<file path="config.mk">
export PLATFORM = sky130hd
export DESIGN_NAME = imm_gen_pipe
export DESIGN_NICKNAME = d
export VERILOG_FILES = /design/src/rtl/imm_gen_pkg.sv /design/src/rtl/imm_extract.sv /design/src/rtl/imm_gen_pipe.sv
export SDC_FILE = /design/constraint.sdc
export NUM_CORES = 1
export LEC_CHECK = 0
export BUFFER_PORTS_ARGS = -buffer_cell sky130_fd_sc_hd__buf_4
export CORE_AREA = 4 4 103 105
export CTS_CLUSTER_DIAMETER = 120
export DETAILED_ROUTE_END_ITERATION = 12
export DIE_AREA = 0 0 107 109
export PLACE_DENSITY = 0.65
export SLEW_MARGIN = 20
export SYNTH_ARGS = -nofsm -noshare
export SYNTH_HDL_FRONTEND = slang
export SYNTH_SLANG_ARGS = --single-unit
</file>
<file path="constraint.sdc">
create_clock -name clk -period 1.7 [get_ports clk]
set_clock_uncertainty 0.05 [all_clocks]
set_input_delay 0.085 -clock clk [delete_from_list [all_inputs] [get_ports clk]]
set_output_delay 0.085 -clock clk [all_outputs]
set_load 0.02 [all_outputs]
</file>
<file path="src/rtl/imm_gen_pkg.sv">
// Shared types for the decode-stage immediate generator: select encoding,
// skid-buffer occupancy states and the legal output-width check.
package imm_gen_pkg;

    typedef enum logic [2:0] {
        IMM_R   = 3'd0,
        IMM_I   = 3'd1,
        IMM_S   = 3'd2,
        IMM_B   = 3'd3,
        IMM_U   = 3'd4,
        IMM_J   = 3'd5,
        IMM_Z   = 3'd6,
        IMM_RSV = 3'd7
    } imm_sel_e;

    typedef enum logic [1:0] {
        BUF_EMPTY = 2'd0,
        BUF_ONE   = 2'd1,
        BUF_TWO   = 2'd2
    } buf_state_e;

    function automatic bit xlen_ok(input int xlen);
        return (xlen == 32) || (xlen == 64);
    endfunction

endpackage

</file>
<file path="src/rtl/imm_extract.sv">
// Combinational immediate extraction: assembles the 32-bit immediate for the
// selected format, then sign-extends it from bit 31 to XLEN.
module imm_extract
    import imm_gen_pkg::*;
#(
    parameter int XLEN = 32
) (
    input  logic [31:0]     instr,
    input  logic [2:0]      sel,
    output logic [XLEN-1:0] imm,
    output logic            illegal
);

    logic [31:0] imm32;
    logic        unused_opcode;

    assign unused_opcode = ^instr[6:0];

    // Z keeps bit 31 clear, so one uniform sign extension covers every format.
    always_comb begin
        imm32   = '0;
        illegal = 1'b0;
        case (imm_sel_e'(sel))
            IMM_R:   imm32 = '0;
            IMM_I:   imm32 = {{20{instr[31]}}, instr[31:20]};
            IMM_S:   imm32 = {{20{instr[31]}}, instr[31:25], instr[11:7]};
            IMM_B:   imm32 = {{19{instr[31]}}, instr[31], instr[7], instr[30:25],
                              instr[11:8], 1'b0};
            IMM_U:   imm32 = {instr[31:12], 12'b0};
            IMM_J:   imm32 = {{11{instr[31]}}, instr[31], instr[19:12], instr[20],
                              instr[30:21], 1'b0};
            IMM_Z:   imm32 = {27'b0, instr[19:15]};
            IMM_RSV: illegal = 1'b1;
            default: imm32 = '0;
        endcase
        imm = XLEN'($signed(imm32));
    end

endmodule

</file>
<file path="src/rtl/imm_gen_pipe.sv">
// Registered valid/ready immediate generator with a 2-entry skid buffer so
// in_ready comes straight from a flop. Buffer holds extracted {imm, illegal}.
//
// state     | meaning
// BUF_EMPTY | no word held, out_valid low
// BUF_ONE   | main entry drives outputs, skid free
// BUF_TWO   | main and skid both full, in_ready low
module imm_gen_pipe
    import imm_gen_pkg::*;
#(
    parameter int XLEN  = 32,
    parameter int CNT_W = 8
) (
    input  logic             clk,
    input  logic             rst_n,
    input  logic             in_valid,
    output logic             in_ready,
    input  logic [31:0]      instr,
    input  logic [2:0]       sel,
    output logic             out_valid,
    input  logic             out_ready,
    output logic [XLEN-1:0]  imm_out,
    output logic             illegal,
    output logic [CNT_W-1:0] err_cnt
);

    generate
        if (!xlen_ok(XLEN)) begin : g_bad_xlen
            $error("imm_gen_pipe: XLEN must be 32 or 64");
        end
    endgenerate

    buf_state_e      state;
    logic [XLEN-1:0] main_imm;
    logic            main_ill;
    logic [XLEN-1:0] skid_imm;
    logic            skid_ill;
    logic [XLEN-1:0] ext_imm;
    logic            ext_ill;
    logic            in_xfer;
    logic            out_xfer;

    imm_extract #(.XLEN(XLEN)) u_extract (
        .instr   (instr),
        .sel     (sel),
        .imm     (ext_imm),
        .illegal (ext_ill)
    );

    assign in_xfer   = in_valid && in_ready;
    assign out_valid = (state != BUF_EMPTY);
    assign out_xfer  = out_valid && out_ready;
    assign imm_out   = main_imm;
    assign illegal   = main_ill;

    always_ff @(posedge clk or negedge rst_n) begin
        if (!rst_n) begin
            state    <= BUF_EMPTY;
            in_ready <= 1'b1;
            main_imm <= '0;
            main_ill <= 1'b0;
            skid_imm <= '0;
            skid_ill <= 1'b0;
            err_cnt  <= '0;
        end else begin
            case (state)
                BUF_EMPTY: begin
                    if (in_xfer) begin
                        main_imm <= ext_imm;
                        main_ill <= ext_ill;
                        state    <= BUF_ONE;
                    end
                end
                BUF_ONE: begin
                    if (in_xfer && out_xfer) begin
                        main_imm <= ext_imm;
                        main_ill <= ext_ill;
                    end else if (in_xfer) begin
                        skid_imm <= ext_imm;
                        skid_ill <= ext_ill;
                        state    <= BUF_TWO;
                        in_ready <= 1'b0;
                    end else if (out_xfer) begin
                        state <= BUF_EMPTY;
                    end
                end
                BUF_TWO: begin
                    if (out_xfer) begin
                        main_imm <= skid_imm;
                        main_ill <= skid_ill;
                        state    <= BUF_ONE;
                        in_ready <= 1'b1;
                    end
                end
                default: begin
                    state    <= BUF_EMPTY;
                    in_ready <= 1'b1;
                end
            endcase

            if (in_xfer && ext_ill && (err_cnt != {CNT_W{1'b1}})) begin
                err_cnt <= err_cnt + 1'b1;
            end
        end
    end

endmodule

</file>
[Yosys cells after proc, flatten, opt, wreduce, memory -nomap -nowiden]
Index checks and enable logic that the tools add are counted.
Storage, ports and cells
  flip-flop bits (word level): 77
  output and inout port bits: 43
  word-level logic and storage cells: 58
Cells by class
  add/sub/neg operators: 1
  eq/ne operators: 16
  muxes and demuxes: 20
  bitwise gates (word level): 2
  reductions and logical operators: 12
Operators by type and width (number)
  32-bit case mux with 6 select lines: 1
  32-bit 2-to-1 mux: 3
  32-bit case mux with 3 select lines: 1
  3-bit == test (second input constant): 4
  4-bit AND reduction: 3
  2-bit 2-to-1 mux: 5
  2-bit inequality test (second input constant): 5
  8-bit by 1-bit adder with 8-bit output (second input constant): 1
  8-bit inequality test (second input constant): 1
  1-bit 2-to-1 mux: 7
  3-bit by 2-bit == test with 1-bit output (second input constant): 2
  1-bit case mux with 3 select lines: 2
  2-bit case mux with 3 select lines: 1
  1-bit logical AND: 5
  3-bit by 1-bit == test with 1-bit output (second input constant): 1
  3-bit inequality test (second input constant): 1
  3-bit AND reduction: 1
  3-bit nonzero test: 1
  2-bit by 1-bit == test with 1-bit output (second input constant): 1
  2-bit == test (second input constant): 1
  2-bit zero test: 1
  1-bit NOT: 2
  2-bit nonzero test: 1

[Logic depth before layout (Yosys ltp)]
Gate-level depths: netlist of run 1.
  depth in word-level cells: 6
  mapped depth: 8

[Hierarchy]
From an unflattened synthesis of run 1, not the netlist that was laid out.
Second synthesis, totals
  cells, all modules: 306
  area, all modules: 4176.5 um^2
By module, submodules not included
  imm_gen_pipe: instances 1, cells an instance 229, area an instance 3654.8 um^2, seq. area each 1928.1 um^2
  imm_extract: instances 1, cells an instance 77, area an instance 521.8 um^2, seq. area each 0.0 um^2

[Worst setup path after synthesis of run 1]
Ideal clock, no wire load.
  path type: reg2reg
  start: reg in_ready
  end: reg skid_imm[20]
  data arrival time: 1.495 ns
  data required time: 1.529 ns
  setup slack: 0.033 ns
  stages on the path, launching flop included: 5
  buffers on the path: 0
  period minus slack after synthesis: 1.667 ns
  cells stage by stage: dfstp_2 -> nand2_2 -> nor3_2 -> o21ai_1 -> o22a_1
On the way
  word-level cells in the longest chain between the ends: 4
Ends and longest elaborated chain
  start, declared: line imm_gen_pipe.sv:17  | output logic in_ready,
  start signal, assigned: line imm_gen_pipe.sv:59  | in_ready <= 1'b1;
  start signal, assigned: line imm_gen_pipe.sv:82  | in_ready <= 1'b0;
  start signal, assigned: line imm_gen_pipe.sv:92  | in_ready <= 1'b1;
  1-bit logical AND (*): line imm_gen_pipe.sv:50  | assign in_xfer = in_valid && in_ready;
  1-bit logical AND: line imm_gen_pipe.sv:75  | if (in_xfer && out_xfer) begin
  1-bit NOT (no source line)
  3-bit AND reduction (no source line) (*)
  end signal, assigned: line imm_gen_pipe.sv:79  | skid_imm <= ext_imm;
  end, declared: line imm_gen_pipe.sv:36  | logic [XLEN-1:0] skid_imm;
Every way passes the cells marked *; elsewhere a longest branch is shown, timed or not.
A chain may end at the register's enable or synchronous reset.

[Worst setup path in the final report of run 1]
  start: reg in_ready
  end: reg main_imm[5], in the netlist imm_out[5]
On the way
  word-level cells in the longest chain between the ends: 4
  elaborated cells between the ends (all ways): 5
  classes of those cells: eq/ne (2); reduce/logical (3)
Ends and longest elaborated chain
  1-bit logical AND (*): line imm_gen_pipe.sv:50
  1-bit logical AND: line imm_gen_pipe.sv:75
  2-bit inequality test (no source line)
  4-bit AND reduction (no source line) (*)
  end signal, assigned: line imm_gen_pipe.sv:69  | main_imm <= ext_imm;
  end signal, assigned: line imm_gen_pipe.sv:76  | main_imm <= ext_imm;
  end signal, assigned: line imm_gen_pipe.sv:89  | main_imm <= skid_imm;
  end, declared: line imm_gen_pipe.sv:34  | logic [XLEN-1:0] main_imm;
Marks and branches as above.

==> results of run 1 <==
cell usage after synthesis, types with 2 or more instances:
cell type,n
dfrtp_1,76
nand2_1,49
o21ai_0,42
nor2_1,30
a211oi_1,17
a21oi_1,17
buf_2,14
o211ai_1,12
a21o_1,10
a31oi_1,10
clkbuf_1,10
a22o_1,9
o21a_1,9
a2bb2oi_1,8
nor3_1,7
o22a_1,6
nand3_1,5
nor2b_1,5
or4_1,4
buf_4,3
inv_1,3
mux2_2,3
nand4_1,3
nor3_2,3
nor4bb_1,3
xnor2_1,3
and4b_1,2
buf_6,2
nand2b_1,2
flip-flops by register name, summed over array words and instances, names as in the netlist:
name      count
skid_ill      1
in_ready      1
err_cnt       8
illegal       1
skid_imm     32
state         2
imm_out      32
worst min-delay path by stage:
stage	startpoint	end	cells after the start
finish	instr[17]	skid_imm[17]	3
global placement	rst_n	err_cnt[6]	1
detailed placement	rst_n	err_cnt[6]	1
global route	instr[29]	skid_imm[9]	3
floorplan	rst_n	err_cnt[0]	0
CTS	instr[17]	skid_imm[17]	3
layer usage:
layer	vias up	part of all wire [%]
li1	1583	-
met1	1569	44
met2	96	49
met3	15	4.9
met4	0	1.9
met5	-	0
timing repair:
action,4_1_cts,5_1_grt
gates resized for setup,0,3
hold buffers,6,0
setup buffers,0,0
endpoints found under the hold margin,41,0
endpoints found under the setup margin,0,18
worst min-delay path: stages:
cell       delay, ns
buf_4           0.09
a2bb2oi_1       0.06
o21ai_0         0.13
layout make-up:
class | count | share of cell area, %
sequential | 77 | 39.58
multi-input combinational | 277 | 34.70
timing repair buffer | 103 | 17.72
clock buffer | 13 | 3.468
tap | 133 | 3.416
clock inverter | 3 | 0.8734
inverter | 3 | 0.2312
cell families (layout without fill, tap and decap cells):
kind of cell	after synthesis	in the layout	share of synthesized area, %
flops	77	77	51.09
mux	3	3	0.8952
simple gates	125	125	16.48
compound gates	145	145	26.06
buf+inv	33	122	4.443
xor+xnor	3	3	0.6964
fa+ha+maj	1	1	0.3315
metrics by stage:
step	util, %	power, mW	area (um^2)
final	50.53	5.473	4871
after global routing	50.53	5.779	4871
after CTS	50.40	5.554	4858
after detailed placement	47.59	4.071	4587
after global placement	47.59	4.044	4587
after floorplan	-	3.260	3774
cells in the final DEF, fill, tap and decap left out, types with 2 or more instances in the layout:
cell type,Yosys,final
buf_12,0,6
xnor2_1,3,3
or4_1,4,4
inv_1,3,3
dfrtp_1,76,76
o211ai_1,12,12
nor4bb_1,3,3
nor3_1,7,7
nor2_1,30,30
o21ai_0,42,42
a31oi_1,10,10
o21a_1,9,9
mux2_2,3,3
nand2_1,49,49
nor3_2,3,3
nand4_1,3,3
a21o_1,10,10
a211oi_1,17,17
a22o_1,9,9
o22a_1,6,6
and4b_1,2,2
nand3_1,5,5
buf_4,3,91
a21oi_1,17,17
a2bb2oi_1,8,8
nor2b_1,5,5
dlygate4sd3_1,0,6
clkbuf_8,0,12
power groups by stage:
stage,Combinational (mW),Clock [mW],Sequential (mW)
final,1.58,1.46,2.43
after global routing,1.71,1.58,2.49
after CTS,1.61,1.50,2.44
after detailed placement,1.60,0,2.47
after global placement,1.58,0,2.46
after floorplan,0.419,0,2.84
==> key figures, run 1 <==
Power
  • Leakage Power: 2.246 nW
  • Sw frac: 31.42%
  • Net Switching: 1.720 mW
  • VDD IR max: 0.0004306 V
  • Comb power frac: 28.9%
  • Power Dens Cells: 1124 nW/um^2
  • Sequential fraction of design power: 44.5%
  • Int Pwr: 3.753 mW
  • Clock Power Share: 26.6%

Finish
  • Layout Cells excl Fill: 609
  • Area Growth Syn to Fin: 29.08%
  • Ant diodes: 0
  • FF/Latch Area: 1928 um^2
  • Final layout net count: 511
  • Layout cells sized above 1: 27.31%
  • Fillers: 934
  • Multi-input combinational cell area: 1690 um^2

Critical path
  • Top delay family on crit path: flip-flops
  • CP peak stage delay: 0.57 ns
  • Reg2Reg Setup Slack: 0.07 ns
  • Worst-path cell chain: nand2_2 -> o32ai_4 -> buf_12 -> o211ai_1 -> o21a_1
  • Critical Path Sink Type: flip-flop
  • Worst R2R End: imm_out[5]
  • R2R depth: 5
  • Crit path depth: 5
  • Crit start category: flip-flop
  • CP arrival: 1.82 ns
  • End point of the critical path: imm_out[5]
  • Critical Path Source: in_ready
  • Crit path buf inv count: 1
  • FF-to-FF Start: in_ready
  • WS Path Type: reg2reg
  • CP max FO: 24
  • Data required, critical path: 1.88 ns
  • Critical-path top delay cell: dfstp_2

Synthesis
  • Number of synthesized flops with an enable pin: 0
  • Asr flop ratio synth: 100.0%
  • Yosys top cell by area: dfrtp_1
  • Cell count after synthesis: 387
  • Sequential share of the synthesized area: 51.09%
  • #FFs+latches synth: 77
  • Cell Area, Synth: 3774 um^2
  • Syn_nets: 427
  • Synth area leaders: dfrtp_1 50%, o21ai_0 5.6%, nand2_1 4.9%
  • Synth unique cells: 49
  • Most used DFF post-synth: dfrtp_1
  • Syn avg cell area: 9.751 um^2
  • Share of the synthesized area in the top cell type: 50.40%
  • Syn. warnings: 0

Placed design
  • DP HPWL: 6.847 mm
  • Placer Congestion: 0.8131
  • Pre-CTS setup slack: 0.06474 ns
  • Buffers on Ports: 74
  • Post-Place Cells: 587

Floorplanning
  • Core area: 9639 um^2
  • Initial Util: 39.15%
  • Die ar.: 11,660 um^2
  • I/O Pins: 82
  • Die W: 107 um
  • Die Span Y: 109 um
  • Row count: 36

Timing
  • Min cycle time layout: 1.632 ns
  • Slew Limit Fails: 0
  • Worst slew pin tran: 0.4944 ns
  • Hold Fails Final Rpt: 0
  • Min Hold Slack: 0.01115 ns
  • Tcrit/Tclk final: 95.97%
  • Unrepaired setup endpoints after global routing: true
  • Setup TNS: 0 ns
  • Worst Slack Setup Final: 0.06849 ns
  • # setup viols final: 0
  • Fmax: 612.9 MHz
  • Normalized max-slew margin: 67.04%

Global routing
  • Met3 Track Usage GR: 4.677%
  • GRT Util Overall: 17.25%
  • First-pass GRT wire length: 15.87 mm
  • GR peak layer: met2
  • GR Layer Usage met2: 27.83%
  • Grt total ovfl: 0
  • Vias in the first global route: 3,151
  • Pin count of the biggest net entering global routing: 55
  • Initial antenna violation count: 0
  • Met1 usage: 22.47%

Routing
  • Initial DRC count: 226
  • Vias/cell: 5.358
  • Vias: 3,263
  • Pre-Repair DR Iteration Count: 5
  • Final ANT Viol Nets: 0
  • Detailed Route WL: 9.571 mm
  • Post-route DRC: 0
  • WL/cell: 15.72 um

Clocking
  • Clock root buffer: clkbuf_8
  • Number of buffers created by CTS: 9
  • Sink Count: 77
  • Reg clk slew, reported paths: 0.08 ns
  • CTS tree: done
  • CTS Buffer Depth: 2
  • Skew-Pair Late Insertion Delay: 0.35 ns
  • CTS H-tree depth: 3

Hold path
  • HP Class: in2reg

Job
  • Max-Cap Viols: 0

Run status
  • Status: complete, no violations
Note: power is estimated with default switching activity, not from simulation.
==> run 2: changes to the inputs <==
--- a/config.mk
+++ b/config.mk
@@ -10,8 +10,7 @@
 export CTS_CLUSTER_DIAMETER = 120
 export DETAILED_ROUTE_END_ITERATION = 12
 export DIE_AREA = 0 0 107 109
-export PLACE_DENSITY = 0.65
-export SLEW_MARGIN = 20
+export SLEW_MARGIN = 30
 export SYNTH_ARGS = -nofsm -noshare
 export SYNTH_HDL_FRONTEND = slang
 export SYNTH_SLANG_ARGS = --single-unit
==> run 2 against run 1 <==
Effect of this change:
- routed wire length is 0.11% higher
- via count is 2.3% lower
- first-iteration DRC count is 42% lower
- worst setup slack better by 0.0095 ns
- largest cell class unchanged
- clock power hardly changed
==> key figures, run 2 (synthesized netlist as in run 1, its figures left out) <==
Run status
  • Status: complete, no violations

Power
  • Leakage Power: 2.246 nW
  • Clock Power Share: 26.6%
  • VDD IR max: 0.0004919 V
  • Sw frac: 31.26%
  • Net Switching: 1.703 mW
  • Int Pwr: 3.746 mW
  • Power Dens Cells: 1119 nW/um^2
  • Tot Pwr: 5.449 mW
  • Comb power frac: 28.7%
  • Sequential fraction of design power: 44.6%

Finish
  • Ant diodes: 0
  • Area Growth Syn to Fin: 29.01%
  • Commonest non-fill, non-tap cells in the layout: 90 x buf_4, 75 x dfrtp_1, 49 x nand2_1, 42 x o21ai_0, 30 x nor2_1
  • Final Core Density: 50.51%
  • Layout cells sized above 1: 27.70%
  • Commonest non-fill, non-tap cell in the layout: buf_4
  • Final layout net count: 508
  • Layout Cells excl Fill: 606

Critical path
  • CP arrival: 1.80 ns
  • Worst R2R End: err_cnt[5]
  • Critical Path Sink Type: flip-flop
  • FF-to-FF Start: in_ready
  • Crit start category: flip-flop
  • Data required, critical path: 1.88 ns
  • R2R depth: 5
  • Reg2Reg Setup Slack: 0.08 ns
  • CP max FO: 5
  • WS Path Type: reg2reg

Timing
  • Worst slew pin tran: 0.6306 ns
  • Slew Limit Fails: 0
  • Fmax: 616.5 MHz
  • # setup viols final: 0
  • Unrepaired setup endpoints after global routing: true
  • Normalized max-slew margin: 57.51%
  • Min cycle time layout: 1.622 ns
  • Min Hold Slack: 0.002621 ns
  • Tcrit/Tclk final: 95.41%
  • Hold Fails Final Rpt: 0

Clocking
  • Sink Count: 77
  • CTS H-tree depth: 3
  • Skew-Pair Late Insertion Delay: 0.34 ns
  • Clock root buffer: clkbuf_8
  • Reg clk slew, reported paths: 0.08 ns
  • CTS tree: done
  • CTS Buffer Depth: 2
  • Number of buffers created by CTS: 9

Floorplanning
  • Die W: 107 um
  • Die ar.: 11,660 um^2
  • Die Span Y: 109 um
  • Initial Util: 39.15%
  • Row count: 36
  • Core area: 9639 um^2
  • I/O Pins: 82

Global routing
  • Initial antenna violation count: 0
  • Pin count of the biggest net entering global routing: 55
  • GRT Util Overall: 17.09%
  • First-pass GRT wire length: 15.82 mm
  • Grt total ovfl: 0
  • Vias in the first global route: 3,112

Hold path
  • Worst hold path cell count: 3
  • HP Class: in2reg
  • Worst hold path endpoint: skid_imm[13]
  • Hold path startpoint: instr[13]

Routing
  • Post-route DRC: 0
  • Vias/cell: 5.259
  • WL/cell: 15.81 um
  • Initial DRC count: 130
  • Vias: 3,187
  • Detailed Route WL: 9.582 mm
  • Final ANT Viol Nets: 0
  • Pre-Repair DR Iteration Count: 4

Placed design
  • DP HPWL: 6.882 mm
  • Post-Place Cells: 586
  • Placer Congestion: 0.8350
  • Buffers on Ports: 74

Job
  • Max-Cap Viols: 0
-- run 2: stage by stage --
stage / worst slack (ns) / setup TNS, ns / instance area (um^2)
5_1_grt: -0.001011 / -0.001011 / 4868
2_1_floorplan: 0.03326 / 0 / 3774
3_5_place_dp: 0.03083 / 0 / 4579
4_1_cts: 0.02460 / 0 / 4831
3_3_place_gp: 0.09830 / 0 / 4579
6_report: 0.07801 / 0 / 4868
-- run 2: routing by layer --
layer / up-vias / wire, um / GRT usage, %
met5: - / 0 / 0
met4: 0 / 59 / 4.475
met3: 4 / 435 / 3.671
met2: 74 / 4714 / 27.43
met1: 1533 / 4373 / 23.66
li1: 1576 / - / -
-- run 2: worst max path at each step --
stage,startpoint,endpoint
6_report,in_ready,err_cnt[5]
3_3_place_gp,state[0],skid_imm[5]
2_1_floorplan,in_ready,skid_imm[20]
3_5_place_dp,state[0],skid_imm[15]
4_1_cts,state[0],skid_imm[4]
5_1_grt,in_ready,err_cnt[5]
-- run 2: power groups by stage --
stage	clock network (mW)	registers, mW	logic (mW)
finish	1.45	2.43	1.57
global route	1.57	2.48	1.70
CTS	1.50	2.44	1.59
detailed placement	0	2.48	1.59
global placement	0	2.46	1.56
floorplan	0	2.84	0.419
-- run 2: worst max-delay path: stages (launching register included) --
cell,delay (ns)
dfstp_2,0.58
nand2_2,0.11
buf_4,0.18
nor3_4,0.21
nand3_1,0.11
mux2_2,0.29
-- run 2: area by class of cell --
type / count / area [um^2]
clock buffer: 13 / 168.9
multi-input combinational: 277 / 1714
sequential: 77 / 1929
tap: 133 / 166.4
fill: 951 / 4771
inverter: 3 / 11.26
clock inverter: 3 / 42.54
timing repair buffer: 100 / 835.8
-- run 2: what timing repair did --
action | 4_1_cts | 5_1_grt
endpoints found under the setup margin | 0 | 35
hold buffers | 4 | 0
gates resized for setup | 0 | 7
buffers inserted | 0 | 0
hold endpoints to repair | 56 | 0
